## config.mk

```make
export PLATFORM = sky130hd
export DESIGN_NAME = sdram_port_arbiter
export DESIGN_NICKNAME = d
export VERILOG_FILES = /design/src/rtl/sdram_arb_pkg.sv /design/src/rtl/rr_pick.sv /design/src/rtl/sdram_port_arbiter.sv
export SDC_FILE = /design/constraint.sdc
export NUM_CORES = 1
export LEC_CHECK = 0
export ABC_AREA = 1
export BUFFER_PORTS_ARGS = -buffer_cell sky130_fd_sc_hd__buf_2
export CAP_MARGIN = 0
export CORE_AREA = 2 2 120 122
export CTS_CLUSTER_DIAMETER = 100
export DETAILED_ROUTE_END_ITERATION = 12
export DIE_AREA = 0 0 122 124
export GPL_ROUTABILITY_DRIVEN = 0
export PLACE_DENSITY = 0.6
export SLEW_MARGIN = 30
export SYNTH_ARGS = -nofsm -noshare
export SYNTH_HDL_FRONTEND = slang
export SYNTH_SLANG_ARGS = --single-unit
```

## constraint.sdc

```tcl
create_clock -name i_clk -period 2.4 [get_ports i_clk]
set_clock_uncertainty 0.15 [all_clocks]
set_input_delay 0.24 -clock i_clk [delete_from_list [all_inputs] [get_ports i_clk]]
set_output_delay 0.24 -clock i_clk [all_outputs]
set_load 0.1 [all_outputs]
```

## src/rtl/sdram_arb_pkg.sv

```systemverilog
// ---------------------------------------------------------------------------
// sdram_arb_pkg
// Shared definitions for the SDRAM port arbiter and its neighbours.
//   arb_state_e      : arbiter FSM states
//   SDRAM_ADDR_WIDTH : default flat {bank,row,col} address width (2+11+8)
//   SDRAM_DATA_WIDTH : default SDRAM data width
// ---------------------------------------------------------------------------
package sdram_arb_pkg;

    typedef enum logic [2:0] {
        IDLE,
        ISSUE,
        WDATA,
        RDATA,
        DONE
    } arb_state_e;

    localparam int SDRAM_ADDR_WIDTH = 21;
    localparam int SDRAM_DATA_WIDTH = 32;

endpackage

```

## src/rtl/rr_pick.sv

```systemverilog
// ---------------------------------------------------------------------------
// rr_pick
// Combinational round-robin selector. Picks the first set bit of req at or
// above ptr, wrapping around past N-1 back to 0.
//   req : request vector
//   ptr : highest-priority position this round (must be < N)
//   gnt : one-hot winner, all zero when nothing requests
//   idx : encoded winner index
//   vld : at least one request present
// ---------------------------------------------------------------------------
module rr_pick #(
    parameter int N  = 3,
    parameter int IW = (N > 1) ? $clog2(N) : 1
) (
    input  logic [N-1:0]  req,
    input  logic [IW-1:0] ptr,
    output logic [N-1:0]  gnt,
    output logic [IW-1:0] idx,
    output logic          vld
);

    int j;

    always_comb begin
        gnt = '0;
        idx = '0;
        vld = 1'b0;
        j   = 0;
        for (int i = 0; i < N; i++) begin
            // Rotate the search start to ptr; a single subtraction suffices
            // because ptr < N and i < N.
            j = int'(ptr) + i;
            if (j >= N) begin
                j = j - N;
            end
            if (!vld && req[j]) begin
                vld    = 1'b1;
                gnt[j] = 1'b1;
                idx    = IW'(j);
            end
        end
    end

endmodule

```

## src/rtl/sdram_port_arbiter.sv

```systemverilog
// ---------------------------------------------------------------------------
// sdram_port_arbiter
// Round-robin arbiter sharing one SDRAM controller between NUM_PORTS
// requesters. One port is granted per burst; its command and write data are
// muxed to the controller and controller strobes are steered back to it only.
// The data path is purely combinational (no added latency).
//   i_clk, i_rst          : clock, synchronous active-high reset
//   p_req/p_rwn/p_addr    : per-port command (addr/wdata packed per port)
//   p_wdata               : per-port write data
//   p_ack/p_wreq/p_rvalid : per-port command-accepted / write-beat / read-beat
//   p_rdata               : read data broadcast to all ports
//   p_done                : per-port end-of-burst (or abort) pulse
//   o_grant               : registered one-hot owner, zero when idle
//   o_timeout             : sticky watchdog abort flag
//   c_*                   : controller-side command/data interface
// ---------------------------------------------------------------------------
module sdram_port_arbiter
    import sdram_arb_pkg::*;
#(
    parameter int NUM_PORTS  = 3,
    parameter int ADDR_WIDTH = SDRAM_ADDR_WIDTH,
    parameter int DATA_WIDTH = SDRAM_DATA_WIDTH,
    parameter int BURST_LEN  = 4,
    parameter int TIMEOUT    = 255
) (
    input  logic                             i_clk,
    input  logic                             i_rst,
    input  logic [NUM_PORTS-1:0]             p_req,
    input  logic [NUM_PORTS-1:0]             p_rwn,
    input  logic [NUM_PORTS*ADDR_WIDTH-1:0]  p_addr,
    input  logic [NUM_PORTS*DATA_WIDTH-1:0]  p_wdata,
    output logic [NUM_PORTS-1:0]             p_ack,
    output logic [NUM_PORTS-1:0]             p_wreq,
    output logic [NUM_PORTS-1:0]             p_rvalid,
    output logic [DATA_WIDTH-1:0]            p_rdata,
    output logic [NUM_PORTS-1:0]             p_done,
    output logic [NUM_PORTS-1:0]             o_grant,
    output logic                             o_timeout,
    input  logic                             c_init_done,
    input  logic                             c_ack,
    input  logic                             c_data_req,
    input  logic                             c_data_valid,
    input  logic [DATA_WIDTH-1:0]            c_rdata,
    output logic                             c_adv,
    output logic                             c_rwn,
    output logic [ADDR_WIDTH-1:0]            c_addr,
    output logic [DATA_WIDTH-1:0]            c_wdata
);

    localparam int IW = $clog2(NUM_PORTS);
    localparam int BW = $clog2(BURST_LEN + 1);
    localparam int WW = $clog2(TIMEOUT + 1);

    arb_state_e           state_q;
    logic [NUM_PORTS-1:0] grant_q;
    logic [IW-1:0]        gidx_q;
    logic [IW-1:0]        rr_ptr_q;
    logic                 rwn_q;
    logic                 timeout_q;
    logic [BW-1:0]        beat_q;
    logic [WW-1:0]        wd_q;

    logic [NUM_PORTS-1:0] pick_gnt;
    logic [IW-1:0]        pick_idx;
    logic                 pick_vld;
    logic                 beat_fire;

    rr_pick #(
        .N  (NUM_PORTS),
        .IW (IW)
    ) u_rr_pick (
        .req (p_req),
        .ptr (rr_ptr_q),
        .gnt (pick_gnt),
        .idx (pick_idx),
        .vld (pick_vld)
    );

    // Only strobes matching the active data direction count as beats.
    assign beat_fire = ((state_q == WDATA) && c_data_req) ||
                       ((state_q == RDATA) && c_data_valid);

    assign o_grant   = grant_q;
    assign o_timeout = timeout_q;

    always_ff @(posedge i_clk) begin
        if (i_rst) begin
            state_q   <= IDLE;
            grant_q   <= '0;
            gidx_q    <= '0;
            rr_ptr_q  <= '0;
            rwn_q     <= 1'b0;
            timeout_q <= 1'b0;
            beat_q    <= '0;
            wd_q      <= '0;
        end else begin
            case (state_q)
                IDLE: begin
                    if (c_init_done && pick_vld) begin
                        state_q <= ISSUE;
                        grant_q <= pick_gnt;
                        gidx_q  <= pick_idx;
                        rwn_q   <= p_rwn[pick_idx];
                    end
                end
                ISSUE: begin
                    if (c_ack) begin
                        state_q <= rwn_q ? RDATA : WDATA;
                        beat_q  <= '0;
                        wd_q    <= '0;
                    end
                end
                WDATA, RDATA: begin
                    // A beat takes priority over a watchdog expiry in the
                    // same cycle; the watchdog restarts on every beat.
                    if (beat_fire) begin
                        wd_q   <= '0;
                        beat_q <= beat_q + BW'(1);
                        if (beat_q == BW'(BURST_LEN - 1)) begin
                            state_q <= DONE;
                        end
                    end else if (wd_q == WW'(TIMEOUT - 1)) begin
                        timeout_q <= 1'b1;
                        state_q   <= DONE;
                    end else begin
                        wd_q <= wd_q + WW'(1);
                    end
                end
                DONE: begin
                    rr_ptr_q <= (gidx_q == IW'(NUM_PORTS - 1)) ? '0 : gidx_q + IW'(1);
                    grant_q  <= '0;
                    state_q  <= IDLE;
                end
                default: begin
                    state_q <= IDLE;
                end
            endcase
        end
    end

    // Command/data muxing and strobe steering; everything is zero outside
    // the state that owns it, so stray controller strobes never leak out.
    always_comb begin
        p_ack    = '0;
        p_wreq   = '0;
        p_rvalid = '0;
        p_done   = '0;
        p_rdata  = '0;
        c_adv    = 1'b0;
        c_rwn    = 1'b0;
        c_addr   = '0;
        c_wdata  = '0;
        case (state_q)
            ISSUE: begin
                c_adv         = 1'b1;
                c_rwn         = p_rwn[gidx_q];
                c_addr        = p_addr[int'(gidx_q)*ADDR_WIDTH +: ADDR_WIDTH];
                p_ack[gidx_q] = c_ack;
            end
            WDATA: begin
                p_wreq[gidx_q] = c_data_req;
                c_wdata        = p_wdata[int'(gidx_q)*DATA_WIDTH +: DATA_WIDTH];
            end
            RDATA: begin
                p_rvalid[gidx_q] = c_data_valid;
                p_rdata          = c_rdata;
            end
            DONE: begin
                p_done[gidx_q] = 1'b1;
            end
            default: begin
            end
        endcase
    end

endmodule

```

Word level (Yosys, flattened, before mapping)
Cells that the tools add are included.

cells by class
  add/sub/neg operators = 8
  multipliers = 1
  magnitude comparators = 12
  eq/ne operators = 13
  shift operators = 2
  muxes and demuxes = 59
  bitwise logic cells = 6
  reduce and logical (&&, ||, !) cells = 22

operators with widths
  cell                                                                    count
  32-bit two-way mux                                                      5
  32-bit by 1-bit >= comparator with 1-bit output, second input constant  3
  32-bit by 4-bit < comparator with 1-bit output, second input constant   3
  96-bit by 8-bit variable part select with 32-bit output                 1
  32-bit by 3-bit >= comparator with 1-bit output, second input constant  2
  32-bit by 3-bit subtractor with 32-bit output, second input constant    2
  63-bit by 8-bit variable part select with 21-bit output                 1
  3-bit two-way mux                                                       15
  8-bit two-way mux                                                       3
  21-bit two-way mux                                                      1
  1-bit two-way mux                                                       18
  8-bit case mux with 2 select lines                                      1
  3-bit case mux with 2 select lines                                      2
  1-bit binary-select mux with 2-bit select                               5
  3-bit AND                                                               3
  3-bit by 2-bit equality test with 1-bit output, second input constant   3
  1-bit logical AND                                                       9
  3-bit != test, second input constant                                    3
  3-bit case mux with 3 select lines                                      1
  3-bit AND reduction                                                     3
  8-bit by 1-bit adder with 8-bit output, second input constant           1
  1-bit demux with 2-bit select                                           4
  8-bit equality test, second input constant                              1
  2-bit two-way mux                                                       4
  other kinds (22)                                                        29

storage, ports and cells
  register bits = 23
  input port bits = 203
  output and inout bits = 103
  logic and storage cells = 131

Depth between registers and ports, before layout
Gate-level depths: netlist (run 1).

  word-level depth = 15
  mapped depth = 17
  depth with buffers taken out = 17

Hierarchy
A second synthesis (run 1) with hierarchy kept.

second synthesis, totals
  cell total of the unflattened synthesis = 684
  area total of the unflattened synthesis = 3,357.0 um^2

by module, submodules not included
  module              instances  cells an instance  area an instance (um^2)  sequential area each (um^2)
  sdram_port_arbiter  1          626                3,052.9                  460.4
  rr_pick             1          58                 304.0                    0.0

Least setup slack after synthesis (run 1)
Ideal clock, no wire load.

  kind = flip-flop to output port
  start = register state_q[0]
  end = output c_addr[11]
  data arrival time = 2,525 ps
  required time = 2,010 ps
  setup slack = -515 ps
  cell stages (with the launch flop) = 6
  buffers on the path = 1
  cell sequence = dfxtp_1 > inv_1 > nor3_4 > clkbuf_1 > nand2_1 > inv_1

on the way
  word-level cells in the longest chain between the ends = 2

ends and longest elaborated chain
  item                                            RTL line                   source
  from (decl)                                     sdram_port_arbiter.sv:54   arb_state_e state_q;
  from (signal assigned)                          sdram_port_arbiter.sv:108  state_q <= rwn_q ? RDATA : WDATA;
  3-bit by 1-bit equality test with 1-bit output  sdram_port_arbiter.sv:153  case (state_q)
  21-bit two-way mux                              sdram_port_arbiter.sv:153
  to (decl)                                       sdram_port_arbiter.sv:46   output logic [ADDR_WIDTH-1:0] c_addr,

Every way passes these cells.

Worst setup path in the final report (run 1)
  start = register gidx_q[0]
  end = output c_wdata[15]

on the way
  word-level cells in the longest chain between the ends = 2

ends and longest elaborated chain
  item                                                     RTL line                   source
  from (decl)                                              sdram_port_arbiter.sv:56   logic [IW-1:0] gidx_q;
  from (signal assigned)                                   sdram_port_arbiter.sv:102  gidx_q <= pick_idx;
  96-bit by 8-bit variable part select with 32-bit output  sdram_port_arbiter.sv:162  c_wdata = p_wdata[int'(gidx_q)*DATA_WIDTH +: DATA_WIDTH];
  32-bit two-way mux                                       sdram_port_arbiter.sv:153
  to (decl)                                                sdram_port_arbiter.sv:47   output logic [DATA_WIDTH-1:0] c_wdata

Every way passes these cells.

==> results of run 1 <==
-- per-layer routing --
layer,up-vias,GRT usage [%],wire [um]
li1,2445,-,-
met1,2029,21.0,5850
met2,187,32.4,7470
met3,20,3.94,969
met4,0,2.44,163
met5,-,0,0
-- critical path, stage by stage, from the launching register on --
cell and delay, ps:
dfxtp_1 440, inv_1 120, nor2_4 210, buf_12 270
nand2_1 80, nand3_1 90, nand2_1 50, inv_1 140
buf_12 190
-- sequential cells by signal, indices dropped and copies added, names as in the netlist --
signal and cells:
wd_q 8, beat_q 3, o_grant 3, state_q 3, gidx_q 2, rr_ptr_q 2
o_timeout 1, rwn_q 1
-- final timing paths --
| path | endpoint | startpoint | slack [ps] | cells after the start |
|---|---|---|---|---|
| max reg2reg | rwn_q$_SDFFE_PP0P_ | rr_ptr_q[0]$_SDFFE_PP0P_ | 260 | 14 |
| min reg2reg | wd_q[5]$_SDFFE_PP0P_ | wd_q[4]$_SDFFE_PP0P_ | 310 | 2 |
| max | c_wdata[15] | gidx_q[0]$_SDFFE_PP0P_ | 120 | 8 |
| min | o_timeout$_SDFFE_PP0P_ | i_rst | 170 | 2 |
-- cell type report --
type / instances / share of cell area, %
Sequential cell: 23 / 7.06
Clock buffer: 3 / 1.15
Tap cell: 180 / 3.45
Multi-Input combinational cell: 441 / 33.8
Antenna cell: 1 / 0.0384
Inverter: 128 / 7.87
Clock inverter: 1 / 0.0767
Timing Repair Buffer: 311 / 46.5
-- kinds of logic after synthesis --
logic type | after synthesis | share of synthesized area, %
fa+ha+maj | 8 | 3.22
compound gates | 71 | 15.3
xor+xnor | 3 | 0.845
buf+inv | 152 | 18.4
flops | 23 | 14.8
simple gates | 359 | 47.4
-- per-stage QoR --
| stage | instances | utilization [%] | power [uW] | hold slack [ps] | setup TNS, ps |
|---|---|---|---|---|---|
| after floorplan | 616 | - | 2240 | 168 | -1600 |
| after global placement | 1083 | 46.9 | 3260 | 298 | 0 |
| after detailed placement | 1083 | 46.9 | 3280 | 303 | 0 |
| after CTS | 1087 | 47.5 | 3650 | 167 | 0 |
| after global routing | 1087 | 47.5 | 3830 | 200 | 0 |
| final | 1088 | 47.5 | 3630 | 168 | 0 |
-- report_power, final --
group	internal, uW	leakage (uW)	switching (uW)	total, uW
Sequential	412	0.000187	36.8	449
Clock	224	0.0000409	144	368
Combinational	945	0.00334	1860	2810
Total	1580	0.00356	2040	3630
-- repair_timing --
action,in CTS,in global routing
setup endpoints to repair,0,1
hold buffers,0,0
setup buffers,0,0
gates resized for setup,0,3
endpoints found under the hold margin,0,0
-- synthesized netlist by cell type, drive strengths merged --
cell type / n
a211oi: 1
a21oi: 11
a22oi: 40
clkbuf: 24
dfxtp: 23
ha: 8
inv: 128
nand2: 243
nand3: 30
nand4: 2
nor2: 78
nor3: 5
o211a: 1
o211ai: 2
o21a: 3
o21ai: 12
o22ai: 1
or2: 1
xor2: 3
==> run summary, run 1 <==
Clk sink count = 23
Post-layout min period = 2280 ps
Worst-path clk slew = 60 ps
# nets final = 1,119
Initial antenna violation count = 0
Crit path kind = register to primary output
Port buffer count = 305
Worst slew pin tran = 495 ps
DR WL/cell = 13.3 um
Fin area = 0.00652 mm^2
Vias in the first global route = 4,320
Num CTS Buffers = 3
Die ar. = 0.0151 mm^2
Max Slew Vio Count = 0
RSZ-0062 raised after global routing = no
Power per cell area = 556 mW/mm^2
Syn Area/Cell = 5.05 um^2
Seq/Total Area, Yosys = 14.8%
FF/Latch Area = 460 um^2
Site Rows = 43
Mapped Area = 0.00311 mm^2
Die W = 122 um
Net Count, Synth = 827
Post-DP Area = 0.00643 mm^2
Synth Register Bits = 23
Global route overflow = 0
Area Overhead vs Synth = 110%
Chip height = 124 um
Commonest non-fill, non-tap cell in the layout = nand2_1
Max clock buf depth = 2
Area contributors post-synth = nand2_1 29%, inv_1 15%, dfxtp_1 15%, a22oi_1 9.7%, nor2_1 8.9%
Synth warnings = 0
Core ar. = 0.0137 mm^2
Synth area leader = nand2_1
Final setup violation count = 0
Starting density of the core = 22.7%
Drt first-iter violations = 301
First-pass GRT wire length = 21,100 um
Largest net degree at the start of global routing = 54
Yosys top cell area share = 28.6%
Most frequent cells in the layout = 236 x nand2_1, 210 x buf_2, 114 x inv_1
CP Max Fanout = 50
Gr usage total = 17.5%
Max-Cap Viols = 0
Min-delay worst type = primary input to register
Status = completed
Fin. Hold Viols = 0
Root Buffer = clkbuf_16
Max Freq = 0.438 GHz
Dpl hpwl = 12,100 um
Synth unique cells = 28
DR vias/cell = 4.30
Area of the multi-input gates = 0.00220 mm^2
Crit start category = register
Layout cell share with drive strength beyond 1 = 42.4%
H-tree levels = 1
Max IR drop VDD = 0.000305 V
Routed Antenna Nets = 0
WP data required = 2010 ps
Via count = 4,681
CP Capture Type = primary output
Filler cells = 1,407
CTS tree = done
Slew headroom = 67.0%
Worst Setup Slack, final = 117 ps
Worst slack, placed = 274 ps
Fin crit share = 95.1%
Final Routed Wirelength = 14,500 um
Top Ports = 306
Worst-Skew Late Latency = 260 ps
DRT Pass-1 Iters = 4
Gate count of the mapped netlist = 616
Pleak = 0.00356 uW
WP data arrival = 1890 ps
DRC viols = 0
Power figures use the tool's default switching activity.
==> run 2: changes to the inputs <==
ABC_AREA = unset   (was 1)
CAP_MARGIN = 15   (was 0)
==> run summary, run 2 <==
Largest net degree at the start of global routing = 55 (was 54)
R2R depth = 9 (was 14)
Most common cell in the synthesized netlist = nor2_1 (was nand2_1)
Port buffer count = 305 (unchanged)
Synth top cells by count = 145 x nor2_1, 70 x a21oi_1, 61 x mux2i_1 (was 237 x nand2_1, 123 x inv_1, 74 x nor2_1)
Drt first-iter violations = 202 (was 301)
Pleak = 0.00288 uW (was 0.00356 uW)
# nets final = 963 (was 1,119)
Worst-Skew Late Latency = 250 ps (was 260 ps)
EDFF count, synth = 0 (unchanged)
Global route overflow = 0 (unchanged)
Reg-to-Reg Start = rr_ptr_q[0]$_SDFFE_PP0P_ (unchanged)
Initial antenna violation count = 2 (was 0)
Worst-path clk slew = 60 ps (about the same)
Placed insts = 926 (was 1,083)
Synth unique cells = 51 (was 28)
Final setup violation count = 0 (unchanged)
Post-layout min period = 2260 ps (was 2280 ps)
Max reg flops = 8 (unchanged)
Fin crit share = 94.2% (was 95.1%)
Via count = 4,388 (was 4,681)
Slew headroom = 64.8% (was 67.0%)
Layout cell share with drive strength beyond 1 = 49.5% (was 42.4%)
Post-DP Area = 0.00645 mm^2 (was 0.00643 mm^2)
Hold Crit Depth = 3 (was 2)
Commonest non-fill, non-tap cell in the layout = buf_2 (was nand2_1)
Vias in the first global route = 4,087 (was 4,320)
DR WL/cell = 16.2 um (was 13.3 um)
Clk sink count = 23 (unchanged)
Area contributors post-synth = mux2i_1 20%, nor2_1 17%, dfxtp_1 15%, a21oi_1 11%, and3_1 6.4% (was nand2_1 29%, inv_1 15%, dfxtp_1 15%, a22oi_1 9.7%, nor2_1 8.9%)
Final Routed Wirelength = 15,100 um (was 14,500 um)
DR vias/cell = 4.71 (was 4.30)
First-pass GRT wire length = 21,200 um (was 21,100 um)
WP data arrival = 1870 ps (was 1890 ps)
Max Slew Vio Count = 0 (unchanged)
Min-delay worst type = primary input to register (unchanged)
Area Overhead vs Synth = 110% (about the same)
Most frequent cells in the layout = 208 x buf_2, 121 x nor2_1, 103 x buf_12 (was 236 x nand2_1, 210 x buf_2, 114 x inv_1)
Fin. Hold Viols = 0 (unchanged)
CTS tree = done (unchanged)
Power per cell area = 308 mW/mm^2 (was 556 mW/mm^2)
Routed Antenna Nets = 0 (unchanged)
Die ar. = 0.0151 mm^2 (unchanged)
Async set-reset flop share out of synthesis = 0% (unchanged)
Top Ports = 306 (unchanged)
Worst r2r dst = o_grant[0]$_SDFFE_PP0P_ (was rwn_q$_SDFFE_PP0P_)
Max IR drop VDD = 0.000223 V (was 0.000305 V)
Worst slew pin tran = 528 ps (was 495 ps)
Max Freq = 0.442 GHz (was 0.438 GHz)
Net Count, Synth = 680 (was 827)
Crit start category = register (unchanged)
Gate count of the mapped netlist = 469 (was 616)
RSZ-0062 raised after global routing = no (unchanged)
Core ar. = 0.0137 mm^2 (unchanged)
Synth Register Bits = 23 (unchanged)
Gr usage total = 17.8% (was 17.5%)
Syn Area/Cell = 6.65 um^2 (was 5.05 um^2)
Mapped Area = 0.00312 mm^2 (was 0.00311 mm^2)
Crit. Startpoint = state_q[2]$_SDFFE_PP0P_ (was gidx_q[0]$_SDFFE_PP0P_)
Die W = 122 um (unchanged)
WP data required = 2010 ps (about the same)
Chip height = 124 um (unchanged)
DRT Pass-1 Iters = 4 (unchanged)
Max clock buf depth = 2 (unchanged)
Synth area leader = mux2i_1 (was nand2_1)
Post-route insts no fill = 932 (was 1,088)
Max-Cap Viols = 0 (unchanged)
DRC viols = 0 (unchanged)
Status = completed (unchanged)
Root Buffer = clkbuf_16 (unchanged)
Yosys top cell area share = 19.6% (was 28.6%)
CP Max Fanout = 23 (was 50)
H-tree levels = 1 (unchanged)
Critical Path End = c_addr[14] (was c_wdata[15])
Site Rows = 43 (unchanged)
Power, Total = 2010 uW (was 3630 uW)
Hold path startpoint = p_rwn[2] (was i_rst)
Fin area = 0.00655 mm^2 (was 0.00652 mm^2)
Synth warnings = 0 (unchanged)
CTS Hold Buffers Added = 0 (unchanged)
Worst R2R Setup Slack = 170 ps (was 260 ps)
Crit path kind = register to primary output (unchanged)
Reg with most FFs = wd_q (unchanged)
Dpl hpwl = 12,700 um (was 12,100 um)
Num CTS Buffers = 3 (unchanged)
Seq/Total Area, Yosys = 14.8% (about the same)
Starting density of the core = 22.7% (about the same)
CP Capture Type = primary output (unchanged)
Ys flop type = dfxtp_1 (unchanged)
run 2: cell count changes after synthesis, moves of 22 or more:
cell	previous run	this run
nand2_1	237	14
a21oi_1	11	70
nand3_1	29	7
mux2i_1	0	61
a22oi_1	40	0
inv_1	123	10
and3_1	0	32
nor2_1	74	145
run 2: worst max-delay path, stage by stage, from the launching register on:
cell,delay [ps]
dfxtp_1,380
or3b_2,540
buf_4,240
nor2_1,230
buf_12,210
run 2: what timing repair did:
action	in CTS	in global routing
endpoints found under the hold margin	0	0
gates resized for setup	0	1
gates cloned	0	0
setup buffers	1	0
endpoints found under the setup margin	1	3
run 2: power by group:
group | total [uW] | switching (uW) | internal, uW
Combinational | 1250 | 761 | 484
Clock | 359 | 135 | 224
Sequential | 410 | 18.2 | 392
run 2: metrics by stage:
step / util [%] / setup WS [ps] / hold WS (ps) / setup TNS (ps)
final: 47.7 / 140 / 185 / 0
after global placement: 47.0 / 183 / 292 / 0
after detailed placement: 47.0 / 115 / 299 / 0
after global routing: 47.7 / 23.4 / 204 / 0
after floorplan: - / -494 / 231 / -17910
after CTS: 47.7 / 102 / 187 / 0
run 2: cells by family after synthesis:
group / count (synthesis) / synth area share (%)
mux: 63 / 20.7
fa+ha+maj: 8 / 3.21
compound gates: 92 / 18.3
xor+xnor: 5 / 1.40
simple gates: 229 / 33.5
buf+inv: 49 / 8.19
flops: 23 / 14.8
run 2: final cells by class:
type                            instances  area [um^2]
Antenna cell                            1         2.50
Sequential cell                        23          465
Inverter                               10         41.3
Tap cell                              180          225
Clock inverter                          1         5.00
Timing Repair Buffer                  317         3150
Fill cell                            1351         7170
Clock buffer                            3         75.1
Multi-Input combinational cell        397         2580
run 2: worst min-delay path by stage:
stage	slack, ps	endpoint
final	190	rwn_q$_SDFFE_PP0P_
after detailed placement	300	o_timeout$_SDFFE_PP0P_
after global routing	200	rwn_q$_SDFFE_PP0P_
after global placement	290	o_timeout$_SDFFE_PP0P_
after CTS	190	rwn_q$_SDFFE_PP0P_
after floorplan	230	state_q[1]$_SDFFE_PP0P_
run 2: routing by layer:
layer	vias up	share of wire, %	GRT usage, %
met5	-	0	0
met4	0	0.34	1.15
met3	6	8.6	4.81
met2	199	51	32.3
met1	2005	40	22.0
li1	2178	-	-
